==> src/rtl/div_pkg.sv <==
// div_pkg
//   Shared types and constants for the sequential restoring divider.
//   - div_state_t       : controller states (IDLE, CALC, FIN)
//   - DIV_WIDTH_DEFAULT : default operand width
//   - cnt_width()       : width of the iteration counter, clog2(WIDTH+1),
//                         so the counter can hold the value WIDTH itself
`timescale 1ns/1ps
package div_pkg;

  typedef enum logic [1:0] {
    IDLE = 2'd0,
    CALC = 2'd1,
    FIN  = 2'd2
  } div_state_t;

  localparam int DIV_WIDTH_DEFAULT = 8;

  function automatic int cnt_width(input int width);
    return $clog2(width + 1);
  endfunction

endpackage

==> src/rtl/div_step.sv <==
// div_step
//   One combinational restoring-division iteration.
//   Ports:
//     rem      in  WIDTH : current partial remainder (always < divisor)
//     quo      in  WIDTH : quotient shift register; its MSB feeds the remainder
//     divisor  in  WIDTH : unsigned denominator
//     rem_nxt  out WIDTH : partial remainder after this iteration
//     quo_nxt  out WIDTH : quotient register after this iteration (new bit in LSB)
`timescale 1ns/1ps
module div_step
  import div_pkg::*;
#(
  parameter int WIDTH = DIV_WIDTH_DEFAULT
) (
  input  logic [WIDTH-1:0] rem,
  input  logic [WIDTH-1:0] quo,
  input  logic [WIDTH-1:0] divisor,
  output logic [WIDTH-1:0] rem_nxt,
  output logic [WIDTH-1:0] quo_nxt
);

  // The shifted remainder needs WIDTH+1 bits; its extra bit plus the sign of
  // the trial difference act as the borrow guard. Because rem < divisor on
  // entry, whichever value is kept always fits back into WIDTH bits.
  logic        [WIDTH:0] shifted;
  logic signed [WIDTH:0] trial;

  always_comb begin
    shifted = {rem, quo[WIDTH-1]};
    trial   = $signed(shifted - {1'b0, divisor});
    if (trial >= 0) begin
      rem_nxt = trial[WIDTH-1:0];
      quo_nxt = {quo[WIDTH-2:0], 1'b1};
    end else begin
      rem_nxt = shifted[WIDTH-1:0];
      quo_nxt = {quo[WIDTH-2:0], 1'b0};
    end
  end

endmodule

==> src/rtl/sequential_divider.sv <==
// sequential_divider
//   Multi-cycle unsigned restoring divider, one quotient bit per clock.
//   Operands are captured when start is accepted in IDLE or FIN; the result
//   is held with done=1 until the next accept. start is ignored in CALC.
//   Optional feature macro: DIV_BY_ZERO_CHECK_EN
//     defined   : divisor 0 finishes on the accepting edge with
//                 quotient=all ones, remainder=dividend, div_by_zero=1
//     undefined : divisor 0 runs all WIDTH iterations (the algorithm yields
//                 the same values) and div_by_zero is tied to 0
//   Ports:
//     clk          in  1     : clock, rising edge
//     reset        in  1     : asynchronous, active-low
//     start        in  1     : operation request (sampled in IDLE/FIN)
//     dividend     in  WIDTH : unsigned numerator
//     divisor      in  WIDTH : unsigned denominator
//     quotient     out WIDTH : registered result, valid while done
//     remainder    out WIDTH : registered result, valid while done
//     done         out 1     : 1 in FIN only
//     busy         out 1     : 1 in CALC only
//     div_by_zero  out 1     : accepted divisor was 0 (feature build only)
`timescale 1ns/1ps
module sequential_divider
  import div_pkg::*;
#(
  parameter int WIDTH = DIV_WIDTH_DEFAULT
) (
  input  logic             clk,
  input  logic             reset,
  input  logic             start,
  input  logic [WIDTH-1:0] dividend,
  input  logic [WIDTH-1:0] divisor,
  output logic [WIDTH-1:0] quotient,
  output logic [WIDTH-1:0] remainder,
  output logic             done,
  output logic             busy,
  output logic             div_by_zero
);

  localparam int CNT_W = cnt_width(WIDTH);

  div_state_t       state;
  div_state_t       state_nxt;
  logic [CNT_W-1:0] cnt;

  // Working datapath registers; they carry no reset because nothing observes
  // them outside CALC and every accept reloads them.
  logic [WIDTH-1:0] rem_q;
  logic [WIDTH-1:0] quo_q;
  logic [WIDTH-1:0] dsr_q;

  logic [WIDTH-1:0] rem_step;
  logic [WIDTH-1:0] quo_step;

  logic accept;
  logic last;
  logic zero_div;

  div_step #(
    .WIDTH (WIDTH)
  ) u_step (
    .rem     (rem_q),
    .quo     (quo_q),
    .divisor (dsr_q),
    .rem_nxt (rem_step),
    .quo_nxt (quo_step)
  );

  assign accept = ((state == IDLE) || (state == FIN)) && start;
  // The counter is about to reach 0 on this edge: final iteration.
  assign last   = (state == CALC) && (cnt == CNT_W'(1));

`ifdef DIV_BY_ZERO_CHECK_EN
  assign zero_div = accept && (divisor == '0);
`else
  assign zero_div = 1'b0;
`endif

  assign done = (state == FIN);
  assign busy = (state == CALC);

  always_comb begin
    state_nxt = state;
    unique case (state)
      IDLE, FIN: begin
        if (accept) state_nxt = zero_div ? FIN : CALC;
      end
      CALC: begin
        if (last) state_nxt = FIN;
      end
      default: state_nxt = IDLE;
    endcase
  end

  // Control and result registers
  always_ff @(posedge clk or negedge reset) begin
    if (!reset) begin
      state     <= IDLE;
      cnt       <= '0;
      quotient  <= '0;
      remainder <= '0;
    end else begin
      state <= state_nxt;

      if (accept) cnt <= zero_div ? '0 : CNT_W'(WIDTH);
      else if (state == CALC) cnt <= cnt - CNT_W'(1);

      if (zero_div) begin
        quotient  <= '1;
        remainder <= dividend;
      end else if (last) begin
        quotient  <= quo_step;
        remainder <= rem_step;
      end
    end
  end

`ifdef DIV_BY_ZERO_CHECK_EN
  logic dbz_q;

  always_ff @(posedge clk or negedge reset) begin
    if (!reset) dbz_q <= 1'b0;
    else if (accept) dbz_q <= zero_div;
  end

  assign div_by_zero = dbz_q && (state == FIN);
`else
  assign div_by_zero = 1'b0;
`endif

  // Datapath: load on accept, one restoring step per CALC edge
  always_ff @(posedge clk) begin
    if (accept) begin
      rem_q <= '0;
      quo_q <= dividend;
      dsr_q <= divisor;
    end else if (state == CALC) begin
      rem_q <= rem_step;
      quo_q <= quo_step;
    end
  end

endmodule

==> config.mk <==
export PLATFORM = sky130hd
export DESIGN_NAME = sequential_divider
export DESIGN_NICKNAME = d
export VERILOG_FILES = /design/src/rtl/div_pkg.sv /design/src/rtl/div_step.sv /design/src/rtl/sequential_divider.sv
export SDC_FILE = /design/constraint.sdc
export NUM_CORES = 1
export LEC_CHECK = 0
export BUFFER_PORTS_ARGS = -buffer_cell sky130_fd_sc_hd__clkbuf_2
export CAP_MARGIN = 20
export CORE_UTILIZATION = 35
export CTS_BUF_LIST = sky130_fd_sc_hd__clkbuf_16
export CTS_CLUSTER_DIAMETER = 50
export CTS_CLUSTER_SIZE = 12
export DETAILED_ROUTE_END_ITERATION = 12
export GPL_TIMING_DRIVEN = 0
export HOLD_SLACK_MARGIN = 0.02
export SLEW_MARGIN = 20
export SYNTH_ARGS = -nofsm -noshare
export SYNTH_HDL_FRONTEND = slang
export SYNTH_SLANG_ARGS = --single-unit
==> constraint.sdc <==
create_clock -name clk -period 6.2 [get_ports clk]
set_clock_uncertainty 0.15 [all_clocks]
set_input_delay 0.31 -clock clk [delete_from_list [all_inputs] [get_ports clk]]
set_output_delay 0.31 -clock clk [all_outputs]
set_load 0.05 [all_outputs]
==> impl_metrics.ini, run 1 <==
[synthesis]
yosys-top-cells-count = 62 x nand2_1, 22 x dfrtp_1, 20 x o21ai_0
ys_types = 46
synth-simple-area-share_pct = 15.82
synthXorXnorAreaFrac_pct = 2.332
synth_edf_count = 16
ys_seq_elements = 46
synth_top_family_by_area = simple AND/OR/NAND/NOR gates
synth.top_cell.area_share_pct = 24.43
synthCells = 224
synthesis.nets = 254
synth.most_common_cell = nand2_1
synth_fa_ha_area_share_pct = 6.441
yosysWarnings = 0
muxShareOfSynthArea_pct = 3.776
synth_compound_area_share_pct = 14.05
synthTopCellsByArea = dfrtp_1 24%, edfxtp_1 21%, nand2_1 10%
ys_seq_area_share_pct = 52.86
synth_ff_type = dfrtp_1
ys_async_sr_fraction_pct = 47.83
synth_area_mm2 = 0.002253
synth.avg_cell_area_um2 = 10.06
yosysTopAreaCell = dfrtp_1

[floorplan]
die_w_um = 82.24
row_count = 28
die_height_um = 82.24
start_util_pct = 37.18
io_pins = 38
dieArea_mm2 = 0.006763
core_mm2 = 0.006061

[run_status]
status = finished, final reports clean

[drt]
drt-initial-drc-count = 45
ant_nets = 0
drtPass1Iterations = 4
vias = 1666
wl_um = 4579
drc = 0
avgRoutedWirePerCell_um = 13.31
via_per_inst = 4.843

[grt]
grt_use_met2_pct = 24.46
grt.busiest_layer = met2
grt_max_degree = 23
antenna_found_initial = 0
grtUsageMet1_pct = 20.82
grt-ovfl-total = 0
grt_pass1_vias = 1599
grtUsageTotal_pct = 15.43
grt_util_met3_pct = 2.747
grt_pass1_wl_um = 7679

[flow_run]
max_cap_viol_count = 0

[cts]
cts_setup_buffers = 0
clockBufferDepth = 2
cts_tree = yes
h-tree-depth = 2
clk-insertion-delay-late_ns = 0.28
cts_root_buffer = clkbuf_16
cts_buffers = 5
cts_sinks = 46
cts.clk_slew.worst_paths_ns = 0.06

[critical_path]
path_common_cell = inv_1
crit_buf_inv = 3
cp-start-kind = register
critPathArrivalTime_ns = 2.65
crit_required_ns = 6.20
cpPeakStageDelay_ns = 0.42
timing.reg2reg.setup_slack_ns = 3.55
worstSetupPathType = register to register
path_delay_family = compound AO/OA/AOI/OAI gates
cpMaxStageDelayCell = fa_1
cp-end-kind = register
path_cells = inv_1 -> ha_1 -> inv_1 -> fa_1 -> a211oi_2 -> o211a_4 -> o211a_1 -> buf_6 -> mux2i_1 -> o21ai_0
path_max_fanout = 7

[timing]
tightest_slew_ns = 0.8236
fmax_ghz = 0.3767
layout_min_cycle_time_ns = 2.654
timing.setup.tns_ns = 0
hold_viol = 0
rsz0062_at_grt = no
maxSlewViolCount = 0
fin_crit_sh_pct = 42.81
relSlewSlack_pct = 45.09
finalSetupViolations = 0

[final_layout]
fillers = 617
n_antenna_cell = 0
num-nets-final = 298
drive_above_1_share_pct = 20.07
area_delta_synth_final_pct = 18.71

[placement]
gp_congestion = 0.8478
port_buffers = 36
post-dp-hpwl_um = 3373

[worst_hold_path]
hp-class = input port to register
-- repair_timing --
item                                    in CTS  in global routing
endpoints found under the setup margin       0                  0
hold endpoints to repair                    22                  0
gates resized for setup                      0                  0
hold buffers                                 1                  0
-- final cells by class --
type	count	area, um^2	share of cell area [%]
Buffer	8	42.54	1.590
Multi-Input combinational cell	154	959.7	35.87
Inverter	16	60.06	2.245
Timing Repair Buffer	37	190.2	7.109
Clock buffer	5	125.1	4.677
Sequential cell	46	1191	44.53
Clock inverter	3	12.51	0.4677
Tap cell	75	93.84	3.508
-- routing by layer --
layer	wire (um)	vias up
met5	0	-
met4	76	0
met3	181	5
met2	2102	38
met1	2218	768
li1	-	855
-- worst paths after layout --
kind	start	end	cells after the start
worst max-delay path	quo_q[7]$_DFFE_PP_	rem_q[1]$_SDFFE_PP0P_	10
worst min-delay path	divisor[0]	dsr_q[0]$_DFFE_PP_	1
worst max register to register	quo_q[7]$_DFFE_PP_	rem_q[1]$_SDFFE_PP0P_	10
worst min register to register	quotient[2]$_DFFE_PN0P_	quotient[2]$_DFFE_PN0P_	2
max in group asynchronous	reset	remainder[4]$_DFFE_PN0P_	2
min in group asynchronous	reset	quotient[5]$_DFFE_PN0P_	2
-- logic make-up after synthesis --
logic type	Yosys count
multiplexers	8
AND/OR/NAND/NOR	84
adder cells (fa/ha/maj)	11
AO/OA/AOI/OAI	44
other	1
buffers and inverters	24
XOR/XNOR	6
flip-flops	46
-- through the flow --
stage          std cells  utilization (%)  cell area [um^2]  setup WS [ns]  hold slack [ns]
2_1_floorplan        224                -              2253          3.855          -0.1356
3_3_place_gp         335            41.70              2527          3.605           0.1840
3_5_place_dp         335            41.70              2527          3.561           0.1866
4_1_cts              344            44.14              2675          3.547          0.04624
5_1_grt              344            44.14              2675          3.397          0.04378
6_report             344            44.14              2675          3.546          0.04658
-- worst register-to-register path: stages, from the launching register on --
cell and delay (ns):
edfxtp_1 0.37, inv_1 0.08, ha_1 0.16, inv_1 0.05, fa_1 0.42, a211oi_2 0.35, o211a_4 0.25, o211a_1 0.17
buf_6 0.14, mux2i_1 0.26, o21ai_0 0.10
-- flip-flops by register name, summed over array words and instances (netlist names) --
name and count:
state 2, quotient 8, quo_q 8, cnt 4
remainder 8, dsr_q 8, rem_q 8
-- cell usage in the layout (no fill, tap or decap), types with 4 or more instances in the layout --
cell | synthesis | layout
nand2b_1 | 4 | 4
mux2i_1 | 7 | 7
xor2_1 | 5 | 5
inv_1 | 15 | 16
ha_1 | 10 | 10
clkbuf_16 | 0 | 5
clkbuf_2 | 0 | 36
a21oi_1 | 5 | 5
dfxtp_1 | 8 | 8
nor2_1 | 7 | 7
nand2_1 | 62 | 62
o21ai_0 | 20 | 20
clkbuf_1 | 5 | 5
dfrtp_1 | 22 | 22
edfxtp_1 | 16 | 16
Power of run 1 is not shown: default switching activity piles up to over one toggle a cycle in this logic, so the estimate is an artifact.
==> run 2, diff against run 1 <==
- clock period: 6.2 -> 2.71 ns (I/O delays scaled with it)
==> run 2 against run 1 <==
  * Sequential cell count unchanged
  * Non-clock buffer count rose by 17
  * Register-to-register slack worse by 3.4 ns
  * Die area unchanged
  * First-iteration DRC count increased by 78%
==> impl_metrics.ini, run 2 (same netlist as run 1, synthesis figures left out) <==
[run_status]
status = finished, final reports clean

[critical_path]
crit_required_ns = 2.71
r2r-end = remainder[1]$_DFFE_PN0P_
worstSetupPathType = register to register
cp-end-kind = register
reg2regPathDepth = 10
cp-start-kind = register
startpoint = quo_q[7]$_DFFE_PP_
critPathArrivalTime_ns = 2.59
timing.reg2reg.setup_slack_ns = 0.11
path_max_fanout = 7
reg2reg_from = quo_q[7]$_DFFE_PP_

[grt]
antenna_found_initial = 0
grt_pass1_vias = 1674
grt-ovfl-total = 0
grt_pass1_wl_um = 7948
grtUsageTotal_pct = 15.96
grt_max_degree = 23

[timing]
fmax_ghz = 0.3853
relSlewSlack_pct = 44.49
finalSetupViolations = 0
maxSlewViolCount = 0
fin_crit_sh_pct = 95.77
hold_viol = 0
fin_ws_ns = 0.1146
layout_min_cycle_time_ns = 2.595
tightest_slew_ns = 0.8326
hold_slack_ns = 0.2368

[final_layout]
n_antenna_cell = 0
fillers = 601
drive_above_1_share_pct = 19.58
area_delta_synth_final_pct = 26.87
num-nets-final = 315
utilization_pct = 47.17
design_area_mm2 = 0.002859
final_cell_mix = 62 x nand2_1, 36 x clkbuf_2, 22 x dfrtp_1
layout_commonest_cell = nand2_1

[power]
swShare_pct = 45.87
p_leak_nw = 1.343
p_seq_share_pct = 32.0
power_mw = 3.941
p_switching_mw = 1.808
pwr-share-comb_pct = 53.5
power.internal_mw = 2.134
pwr-share-clk_pct = 14.5
power_per_cell_area_mw_per_mm2 = 1379
peakVddDrop_mv = 0.5469

[drt]
drt-initial-drc-count = 80
drtPass1Iterations = 4
wl_um = 4795
via_per_inst = 4.803
ant_nets = 0
avgRoutedWirePerCell_um = 13.28
vias = 1734
drc = 0

[placement]
dpl_cell_area_mm2 = 0.002527
post-dp-hpwl_um = 3373
dp_slack_ns = 0.07127
gp_congestion = 0.8478
port_buffers = 36

[floorplan]
io_pins = 38
row_count = 28
die_w_um = 82.24
start_util_pct = 37.18
dieArea_mm2 = 0.006763
core_mm2 = 0.006061
die_height_um = 82.24

[cts]
cts_root_buffer = clkbuf_16
cts_setup_buffers = 0
cts_sinks = 46
clk-insertion-delay-late_ns = 0.28
clockBufferDepth = 2
cts_tree = yes
h-tree-depth = 2
cts_buffers = 5
cts.clk_slew.worst_paths_ns = 0.06

[worst_hold_path]
hp-class = input port to async pin

[flow_run]
max_cap_viol_count = 0
run 2: cell types whose count changed in the layout (fill, tap and decap cells not counted), sizes merged:
| cell | previous run | this run |
|---|---|---|
| dlygate4sd3 | 1 | 18 |
run 2: worst max-delay path by stage:
stage / to / slack, ns / cells past startpoint
floorplan: remainder[1]$_DFFE_PN0P_ / 0.37 / 10
global placement: remainder[1]$_DFFE_PN0P_ / 0.11 / 10
detailed placement: remainder[6]$_DFFE_PN0P_ / 0.07 / 10
CTS: remainder[1]$_DFFE_PN0P_ / 0.06 / 10
global route: remainder[1]$_DFFE_PN0P_ / -0.01 / 10
finish: remainder[1]$_DFFE_PN0P_ / 0.11 / 10
run 2: cell type report:
cell class	count	area, um^2	area share [%]
Inverter	16	60.06	2.101
Clock buffer	5	125.1	4.376
Timing Repair Buffer	54	360.3	12.60
Clock inverter	3	12.51	0.4376
Multi-Input combinational cell	154	973.4	34.05
Tap cell	75	93.84	3.282
Buffer	8	42.54	1.488
Sequential cell	46	1191	41.66
run 2: through the flow:
step           std cells  setup TNS [ns]
3_5_place_dp         335               0
6_report             361               0
4_1_cts              361               0
2_1_floorplan        224               0
3_3_place_gp         335               0
5_1_grt              361        -0.02038
run 2: timing repair:
action | 4_1_cts | 5_1_grt
resized for setup | 0 | 3
hold buffers | 18 | 0
setup endpoints to repair | 0 | 10
endpoints found under the hold margin | 39 | 0
run 2: power groups by stage:
stage / sequential (mW) / clock (mW) / combinational [mW]
after floorplan: 1.61 / 0 / 1.23
after global placement: 1.26 / 0 / 2.00
after detailed placement: 1.27 / 0 / 2.05
after CTS: 1.26 / 0.584 / 2.08
after global routing: 1.30 / 0.604 / 2.33
final: 1.26 / 0.573 / 2.11
run 2: layer usage:
| metal | share of wire (%) | vias up | track usage, % |
|---|---|---|---|
| met1 | 46 | 798 | 20.85 |
| li1 | - | 891 | - |
| met4 | 1.6 | 0 | 6.140 |
| met5 | 0 | - | 0 |
| met3 | 3.8 | 5 | 2.747 |
| met2 | 48 | 40 | 26.28 |
run 2: worst max-delay path: stages (launching register included):
cell	delay, ns
edfxtp_1	0.37
inv_1	0.08
ha_1	0.16
inv_1	0.06
fa_2	0.38
a211oi_4	0.33
o211a_4	0.23
o211a_1	0.17
buf_6	0.15
mux2i_1	0.27
o21ai_0	0.10
(Power assumes the default switching activity.)
==> run 3, diff against run 2 <==
- CORE_UTILIZATION: 35 -> 31
- clock period: 2.71 -> 2.7 ns (I/O delays scaled with it)
==> run 3 against run 2 <==
  * Count of clock-buffer cells in the layout unchanged
  * Largest power group unchanged
  * Sequential cell count unchanged
  * Highest routed layer unchanged
  * Routed wire length decreased by 0.21%
==> impl_metrics.ini, run 3 (same netlist as run 1, synthesis figures left out) <==
[critical_path]
reg2reg_from = quo_q[7]$_DFFE_PP_
cp-end-kind = register
crit_cells = 10
cpMaxStageDelayCell = fa_2
crit_buf_inv = 3
reg2regPathDepth = 10
crit_required_ns = 2.70
r2r-end = rem_q[4]$_SDFFE_PP0P_
cpPeakStageDelay_ns = 0.37
cp-start-kind = register
path_max_fanout = 7
path_delay_family = compound AO/OA/AOI/OAI gates
path_cells = inv_1 -> ha_1 -> inv_1 -> fa_2 -> a211oi_4 -> o211a_4 -> o211a_1 -> buf_6 -> mux2i_1 -> o21ai_0
worstSetupPathType = register to register
path_common_cell = inv_1
timing.reg2reg.setup_slack_ns = 0.16
critPathArrivalTime_ns = 2.54

[floorplan]
core_mm2 = 0.006907
die_w_um = 87.26
dieArea_mm2 = 0.007614
start_util_pct = 32.63
io_pins = 38
row_count = 30
die_height_um = 87.26

[run_status]
status = finished, final reports clean

[timing]
finalSetupViolations = 0
rsz0062_at_grt = no
hold_slack_ns = 0.2201
fmax_ghz = 0.3934
hold_viol = 0
relSlewSlack_pct = 41.54
tightest_slew_ns = 0.8769
layout_min_cycle_time_ns = 2.542
fin_crit_sh_pct = 94.14
maxSlewViolCount = 0
timing.setup.tns_ns = 0

[cts]
cts_root_buffer = clkbuf_16
h-tree-depth = 2
clockBufferDepth = 2
cts_tree = yes
cts_setup_buffers = 0
clk-insertion-delay-late_ns = 0.29
cts.clk_slew.worst_paths_ns = 0.07
cts_sinks = 46
cts_buffers = 5

[grt]
grtUsageTotal_pct = 14.05
grt_use_met2_pct = 23.65
grt.busiest_layer = met2
grt_pass1_vias = 1723
grt_max_degree = 23
grtUsageMet1_pct = 17.80
antenna_found_initial = 0
grt_pass1_wl_um = 8135
grt_util_met3_pct = 2.749
grt-ovfl-total = 0

[placement]
post-dp-hpwl_um = 3383
port_buffers = 36
gp_congestion = 0.7913
dp.cells = 356

[drt]
wl_um = 4785
vias = 1730
drt-initial-drc-count = 55
via_per_inst = 4.529
ant_nets = 0
avgRoutedWirePerCell_um = 12.53
drc = 0
drtPass1Iterations = 4

[final_layout]
layout_commonest_cell = nand2_1
layout.cells.non_filler = 382
drive_above_1_share_pct = 20.98
area_delta_synth_final_pct = 29.04
fillers = 724
num-nets-final = 315
n_antenna_cell = 0
final_cell_mix = 62 x nand2_1, 36 x clkbuf_2, 22 x dfrtp_1

[power]
peakVddDrop_mv = 0.5577
power_mw = 4.034
power_per_cell_area_mw_per_mm2 = 1387
p_leak_nw = 1.345

[flow_run]
max_cap_viol_count = 0

[worst_hold_path]
hp-class = input port to async pin
run 3: what timing repair did:
| item | in CTS | in global routing |
|---|---|---|
| hold endpoints to repair | 39 | 0 |
| hold buffers | 18 | 0 |
| resized for setup | 0 | 6 |
| endpoints found under the setup margin | 0 | 12 |
run 3: layer usage:
| metal | vias up | share of wire [%] |
|---|---|---|
| li1 | 889 | - |
| met3 | 4 | 3.5 |
| met2 | 35 | 46 |
| met4 | 0 | 1.2 |
| met5 | - | 0 |
| met1 | 802 | 49 |
run 3: how the worst max path moves through the flow:
stage                                to          startpoint
6_report          rem_q[4]$_SDFFE_PP0P_  quo_q[7]$_DFFE_PP_
5_1_grt           rem_q[1]$_SDFFE_PP0P_  quo_q[7]$_DFFE_PP_
4_1_cts        remainder[6]$_DFFE_PN0P_  quo_q[7]$_DFFE_PP_
3_5_place_dp   remainder[6]$_DFFE_PN0P_  quo_q[7]$_DFFE_PP_
3_3_place_gp   remainder[6]$_DFFE_PN0P_  quo_q[7]$_DFFE_PP_
2_1_floorplan  remainder[1]$_DFFE_PN0P_  quo_q[7]$_DFFE_PP_
run 3: stage by stage:
stage,area [um^2],util (%),setup WS (ns)
2_1_floorplan,2253,-,0.3551
3_3_place_gp,2554,36.97,0.08417
3_5_place_dp,2554,36.97,0.07328
4_1_cts,2878,41.67,0.05300
5_1_grt,2908,42.10,0.002418
6_report,2908,42.10,0.1583
run 3: cell type report:
cell class                      instances  area (um^2)  share of cell area [%]
Sequential cell                        46         1191                   40.96
Multi-Input combinational cell        154        989.7                   34.04
Tap cell                               96        120.1                   4.131
Buffer                                  8        42.54                   1.463
Clock buffer                            5        125.1                   4.303
Inverter                               16        60.06                   2.065
Clock inverter                          3        18.77                  0.6454
Timing Repair Buffer                   54        360.3                   12.39
run 3: power breakdown:
part	switching [mW]	leakage, nW	internal (mW)	total, mW
combinational	1.38	0.772	0.773	2.16
clock	0.265	0.0740	0.343	0.608
sequential	0.198	0.499	1.07	1.27
run 3: worst register-to-register path: stages (launching register included):
cell and delay [ns]:
edfxtp_1 0.35, inv_1 0.08, ha_1 0.16, inv_1 0.06
fa_2 0.37, a211oi_4 0.34, o211a_4 0.21, o211a_1 0.18
buf_6 0.16, mux2i_1 0.24, o21ai_0 0.10
